===== config.mk =====
export PLATFORM = sky130hd
export DESIGN_NAME = timer_array
export DESIGN_NICKNAME = d
export VERILOG_FILES = /design/src/rtl/timer_array.sv
export SDC_FILE = /design/constraint.sdc
export NUM_CORES = 2
export LEC_CHECK = 0
export CORE_UTILIZATION = 45
export DETAILED_ROUTE_END_ITERATION = 8
export SETUP_SLACK_MARGIN = 0.4
export SYNTH_ARGS = -nofsm -noshare
export SYNTH_HDL_FRONTEND = slang
export SYNTH_SLANG_ARGS = --single-unit

===== constraint.sdc =====
create_clock -name clk -period 6.8 [get_ports clk]
set_input_delay 1.36 -clock clk [delete_from_list [all_inputs] [get_ports clk]]
set_output_delay 1.36 -clock clk [all_outputs]
set_load 0.01 [all_outputs]

===== src/rtl/timer_array.sv =====
// timer_array: multi-channel timer/counter with one-shot, auto-reload, PWM and free-run-up modes
// Each channel counts ticks derived from its own asynchronous divided-clock source.
module timer_array #(
    parameter int CH = 4,
    parameter int W  = 32,
    parameter int AW = $clog2(CH) + 2
) (
    input  logic          clk,
    input  logic          RSTN,
    input  logic [CH-1:0] src,
    input  logic          we,
    input  logic [AW-1:0] addr,
    input  logic [31:0]   wdata,
    output logic [31:0]   rdata,
    output logic [CH-1:0] cnt_out,
    output logic          irq
);

    typedef enum logic [1:0] {ONE_SHOT, AUTO_RELOAD, PWM, FREE_RUN} mode_e;

    localparam logic [W-1:0] ONE = W'(1);

    logic [CH-1:0] s1_q, s2_q, s3_q, tick_q, arm_q;
    logic          live_q;
    logic [CH-1:0] en_q, en_d, ie_q, ie_d, done_q, done_d, out_q, out_d;
    logic [CH-1:0] set_v, tog_v;
    mode_e         mode_q [CH];
    mode_e         mode_d [CH];
    logic [W-1:0]  load_q [CH];
    logic [W-1:0]  load_d [CH];
    logic [W-1:0]  cmp_q  [CH];
    logic [W-1:0]  cmp_d  [CH];
    logic [W-1:0]  cnt_q  [CH];
    logic [W-1:0]  cnt_d  [CH];
    logic [31:0]   rdata_q, rdata_d;
    logic [AW-1:0] ch_idx;

    assign ch_idx  = addr >> 2;
    assign rdata   = rdata_q;
    assign cnt_out = out_q;
    assign irq     = |(done_q & ie_q);

    always_comb begin
        set_v = '0;
        tog_v = '0;
        en_d  = en_q;
        ie_d  = ie_q;
        for (int c = 0; c < CH; c++) begin
            mode_d[c] = mode_q[c];
            load_d[c] = (we && ch_idx == AW'(c) && addr[1:0] == 2'd1) ? wdata[W-1:0] : load_q[c];
            cmp_d[c]  = (we && ch_idx == AW'(c) && addr[1:0] == 2'd2) ? wdata[W-1:0] : cmp_q[c];
            cnt_d[c]  = cnt_q[c];
            // Reloads use load_d so a same-cycle LOAD write takes effect immediately
            if (tick_q[c] && en_q[c]) begin
                case (mode_q[c])
                    ONE_SHOT: begin
                        cnt_d[c] = (cnt_q[c] > ONE) ? cnt_q[c] - ONE : '0;
                        if (cnt_q[c] <= ONE) begin
                            set_v[c] = 1'b1;
                            en_d[c]  = 1'b0;
                        end
                    end
                    AUTO_RELOAD: begin
                        cnt_d[c] = (cnt_q[c] > ONE) ? cnt_q[c] - ONE : load_d[c];
                        set_v[c] = cnt_q[c] <= ONE;
                        tog_v[c] = cnt_q[c] <= ONE;
                    end
                    PWM: begin
                        cnt_d[c] = (cnt_q[c] == '0) ? load_d[c] : cnt_q[c] - ONE;
                        set_v[c] = cnt_q[c] == '0;
                    end
                    FREE_RUN: begin
                        cnt_d[c] = cnt_q[c] + ONE;
                        set_v[c] = &cnt_q[c];
                        tog_v[c] = &cnt_q[c];
                    end
                endcase
            end
            if (we && ch_idx == AW'(c) && addr[1:0] == 2'd0) begin
                en_d[c]   = wdata[0];
                mode_d[c] = mode_e'(wdata[2:1]);
                ie_d[c]   = wdata[3];
            end
            if (we && ch_idx == AW'(c) && addr[1:0] == 2'd1 && !en_q[c])
                cnt_d[c] = wdata[W-1:0];
            done_d[c] = set_v[c] | (done_q[c] & ~(we && ch_idx == AW'(c) && addr[1:0] == 2'd3));
            out_d[c]  = (mode_d[c] == ONE_SHOT) ? (en_d[c] && cnt_d[c] != '0) :
                        (mode_d[c] == PWM)      ? (cnt_d[c] < cmp_d[c]) :
                                                  (out_q[c] ^ tog_v[c]);
        end
    end

    always_comb begin
        rdata_d = '0;
        for (int c = 0; c < CH; c++)
            if (ch_idx == AW'(c))
                rdata_d = (addr[1:0] == 2'd0) ? {28'b0, ie_q[c], mode_q[c], en_q[c]} :
                          (addr[1:0] == 2'd1) ? 32'(load_q[c]) :
                          (addr[1:0] == 2'd2) ? 32'(cmp_q[c])  : 32'(cnt_q[c]);
    end

    // arm_q needs a genuine low on src after reset, so a level held across release never ticks
    always_ff @(posedge clk or negedge RSTN) begin
        if (!RSTN) begin
            s1_q    <= '0;
            s2_q    <= '0;
            s3_q    <= '0;
            tick_q  <= '0;
            arm_q   <= '0;
            live_q  <= 1'b0;
            en_q    <= '0;
            ie_q    <= '0;
            done_q  <= '0;
            out_q   <= '0;
            rdata_q <= '0;
            for (int c = 0; c < CH; c++) begin
                mode_q[c] <= ONE_SHOT;
                load_q[c] <= '0;
                cmp_q[c]  <= '0;
                cnt_q[c]  <= '0;
            end
        end else begin
            s1_q    <= src;
            s2_q    <= s1_q;
            s3_q    <= s2_q;
            tick_q  <= s2_q & ~s3_q & arm_q;
            arm_q   <= arm_q | ({CH{live_q}} & ~s1_q);
            live_q  <= 1'b1;
            en_q    <= en_d;
            ie_q    <= ie_d;
            done_q  <= done_d;
            out_q   <= out_d;
            rdata_q <= rdata_d;
            for (int c = 0; c < CH; c++) begin
                mode_q[c] <= mode_d[c];
                load_q[c] <= load_d[c];
                cmp_q[c]  <= cmp_d[c];
                cnt_q[c]  <= cnt_d[c];
            end
        end
    end

endmodule

# Word level (Yosys, flattened, before mapping)
# Cells that the tools add are included.
# W data, S select, Z words.
dict set report word_totals {
  register_bits 461
  output_inout_bits 37
  inputBits 43
}
dict set report op_classes {
  n_addsub 8
  n_eq_ne 22
  order_cmp 12
  reduce_logical 59
  n_mux 96
  bitwise_logic 23
}
# operator count
set ops {}
lappend ops {{$mux W32} 44}
lappend ops {{$pmux W32 S4} 4}
lappend ops {{$add A32 B1 Y32 const B} 4}
lappend ops {{$gt A32 B1 Y1 const B} 4}
lappend ops {{$le A32 B1 Y1 const B} 4}
lappend ops {{$logic_not A32 Y1} 4}
lappend ops {{$lt A32 B32 Y1} 4}
lappend ops {{$reduce_and A32 Y1} 4}
lappend ops {{$reduce_bool A32 Y1} 4}
lappend ops {{$sub A32 B1 Y32 const B} 4}
lappend ops {{$mux W1} 36}
lappend ops {{$eq A2 B2 Y1 const B} 16}
lappend ops {{$logic_and A1 B1 Y1} 32}
lappend ops {{$logic_not A2 Y1} 9}
lappend ops {{$and A4 B4 Y4} 4}
lappend ops {{$pmux W1 S4} 4}
lappend ops {{$eq A2 B1 Y1 const B} 6}
lappend ops {{$mux W2} 4}
lappend ops {{$not A4 Y4} 2}
lappend ops {{$pmux W1 S2} 4}
lappend ops {{$and A1 B1 Y1} 4}
lappend ops {{$logic_not A1 Y1} 4}
lappend ops {{$logic_not A4 Y1} 1}
lappend ops {{$not A1 Y1} 4}
lappend ops {{4 further kinds} 10}

# Logic depth before layout (Yosys ltp)
dict set report logic_depth {
  depth_word 11
  mapped_depth 23
}

# Least setup slack after synthesis
# OpenSTA, ideal clock, no wires.
dict set report synth_path {
  path_kind {input to register}
  from {input port addr[0]}
  to {register out_q[1] (netlist: cnt_out[1])}
  setup_time_ns 0.120
  arrival_time_ns 5.466
  slack_ns 1.214
  path_stages 19
  n_path_buf 4
  cell_sequence {clkbuf_1 clkbuf_1 nand2b_1 nor2_1 clkbuf_1 buf_1 mux2i_1 a2111oi_0 nor4_1 a311oi_1 ha_1 nand4_1 nor2_1 nand2_1 or3_1 nor4_1 o31ai_1 a22o_1 a31o_2}
}
# item line_no
set synth_rtl {}
lappend synth_rtl {{start, declared} 12} ;# input logic [AW-1:0] addr,
lappend synth_rtl {{end signal, assigned} 132} ;# out_q <= out_d;
lappend synth_rtl {{end, declared} 25} ;# logic [CH-1:0] en_q, en_d, ie_q, ie_d, done_q, done_d, out_q, out_d;

==> flow_summary.toml <==
[status]
status = "complete, no violations"

[hold_path]
hold_start = "s1_q[0]$_DFF_PN0_"
hp-class = "reg -> reg"
min_to = "s2_q[0]$_DFF_PN0_"
hold_depth = 0

[clock_tree]
path_clk_slew_ns = 0.06
postCtsHoldBufs = 0
clkLatencyLatePin_ns = 0.64
cts-htree-levels = 2
clk_path_buf_depth = 3
clockRootBuffer = "clkbuf_16"
cts_resized = 0
cts_buffers = 54
cts_tree = "yes"
cts_sinks = 461
postCtsSetupBuffers = 0

[synthesis]
yosysTopAreaCell = "dfrtp_1"
ys_types = 89
synth_edf_count = 0
synth_fp_nets = 3995
synthMostInstantiatedCell = "dfrtp_1"
yosysWarningCount = 0
seq_area_frac_synth_pct = 34.32
netlist_instances = 3812
synth_common_cells = "461 x dfrtp_1, 314 x clkbuf_1, 268 x nand2_1"
synth_area_per_cell_sq_um = 8.817
synth_area_leaders = "dfrtp_1 34%, mux2_2 5.8%, mux2i_1 5.5%"
synth_top_flop_cell = "dfrtp_1"
ys_ff_latch = 461
synth_async_sr_flop_share_pct = 100.0
synth_top_area_share_pct = 34.32
netlist_area_sq_um = 33610

[routing]
route.met3.wl_um = 17370
wl_um = 148000
num_vias = 32650
drt_iter0_drc = 4704
via_per_inst = 6.884
wl_per_cell_um = 31.20
wl_met1_um = 59550
drc = 0
met2_wirelength_um = 62140
drtAntennaViolNets = 0
firstDrtPassIters = 6
highest_layer = "met5"

[global_route]
grt_pass1_vias = 30200
grt_pass1_wl_um = 214800
grt_usage_pct = 38.75
antenna_found_initial = 9
grt_max_degree = 154
globalRouteOverflowTotal = 0

[floorplanning]
start_util_pct = 45.76
die_h_um = 275.3
fp.dieArea_sq_um = 75790
num_io_pins = 80
die_x_um = 275.3
num_rows = 99
core-area_sq_um = 73450

[finish]
multiInputGateArea_sq_um = 20090
syn2layout_area_growth_pct = 11.37
seq_area_sq_um = 11540
fin_nets = 3923
utilization_pct = 50.96
drive_gt1_share_pct = 13.13
nFillCells = 7002

[job]
maxCapViolations = 0

[timing]
hold_violations = 0
finClkSkew_ns = 0.02031
worst_pin_slew_ns = 1.327
finalCritPeriodShare_pct = 88.11
fmax_mhz = 166.9
rsz0062_at_grt = "false"
finalSetupViolations = 0
slew_headroom_pct = 10.93
slew_violations = 0
setup_tns_ns = 0
min_period_ns = 5.992

[critical_path]
start_kind = "register"
r2r-start = "cnt_q[71]$_DFF_PN0_"
cp_data_required_time_ns = 7.32
r2r_setup_slack_ns = 0.81
r2r-end = "cnt_out[1]$_DFF_PN0_"
worst_ep_arrival_time_ns = 6.51
worst-setup-path-type = "reg -> reg"
ff2ff_path_depth = 16
worstPathMaxFanout = 9
endpoint_kind = "register"

[place]
port_buffers = 79
gp_congestion = 1.039
hpwlAfterDp_um = 109400

[power_and_ir_drop]
leakage_nw = 15.33
ir_worst_vdd_mv = 0.2093
powerDensity_nw_per_um2 = 361.8
finalPower_mw = 13.54
kinds of logic (layout without fill, tap and decap cells):
logic type / after synthesis / after routing / synth area share [%]
muxes: 391 / 391 / 13.48
buffers and inverters: 547 / 514 / 6.168
other: 1 / 6 / 0.01116
and+or+nand+nor: 1206 / 1206 / 18.66
xor gates and xnor gates: 128 / 128 / 3.335
adders and majority gates: 140 / 140 / 5.212
AOI/OAI and AO/OA: 938 / 938 / 18.81
DFF: 461 / 461 / 34.32
flip-flops by register name (all words and copies together), names as in the netlist, 8 cells and up:
signal / cells
rdata: 32
cmp_q: 128
cnt_q: 128
mode_q: 8
load_q: 128
metrics by stage:
step,area [sq um],hold WS (ns),worst slack (ns),cells
2_1_floorplan,33610,0.3466,1.214,3812
3_3_place_gp,35550,0.3521,0.5739,4643
3_5_place_dp,35550,0.3584,0.5369,4643
4_1_cts,37420,0.3689,1.038,4738
5_1_grt,37420,0.3840,0.6721,4738
6_report,37430,0.3668,0.8085,4743
worst max path at each step:
stage	startpoint	to	slack [ns]	depth (start not counted)
floorplan	addr[0]	cnt_out[1]$_DFF_PN0_	1.21	19
global placement	we	cnt_out[1]$_DFF_PN0_	0.57	16
detailed placement	we	cnt_out[1]$_DFF_PN0_	0.54	16
CTS	cnt_q[69]$_DFF_PN0_	cnt_out[1]$_DFF_PN0_	1.04	16
global route	cnt_q[69]$_DFF_PN0_	cnt_out[1]$_DFF_PN0_	0.67	16
finish	cnt_q[71]$_DFF_PN0_	cnt_out[1]$_DFF_PN0_	0.81	16
cells in the final DEF, fill, tap and decap left out, types with 128 or more instances in the layout:
| master | netlist | routed |
|---|---|---|
| mux2_2 | 174 | 174 |
| nand2_1 | 268 | 267 |
| inv_1 | 190 | 190 |
| o21ai_0 | 227 | 227 |
| nand3_1 | 128 | 128 |
| nor2_1 | 218 | 209 |
| mux2i_1 | 185 | 185 |
| a21oi_1 | 171 | 171 |
| ha_1 | 140 | 140 |
| dfrtp_1 | 461 | 461 |
| buf_4 | 1 | 142 |
report_power, final:
group | total, mW | switching [mW] | internal (mW)
combinational | 5.56 | 3.32 | 2.24
sequential | 4.81 | 1.34 | 3.47
clock | 3.16 | 1.28 | 1.89
worst max-delay path, stage by stage (launching register included):
cell	delay [ns]
dfrtp_1	0.52
nor4_1	0.88
nand4_1	0.53
nor3_1	0.62
nor2_1	0.10
a2111oi_0	0.45
nor4_1	0.10
a311oi_1	0.38
ha_1	0.21
nand4_1	0.12
nor2_1	0.18
nand2_1	0.14
or3_1	0.46
nor4_1	0.51
o31ai_1	0.20
a22o_1	0.23
a31o_2	0.21
routing by layer:
layer  track usage [%]  vias to the layer above
met5                 0                        -
met4             20.15                        6
met3             10.07                      381
met1             52.95                    16180
met2             56.18                     2019
li1                  -                    14060
cell type report:
cell class,count,share of cell area (%)
Multi-Input combinational cell,2804,53.68
Clock inverter,14,0.6819
Clock buffer,81,4.312
Tap cell,959,3.206
Sequential cell,461,30.82
Antenna cell,5,0.03343
Inverter,191,1.915
Timing Repair Buffer,228,5.358
Power figures use the tool's default switching activity.
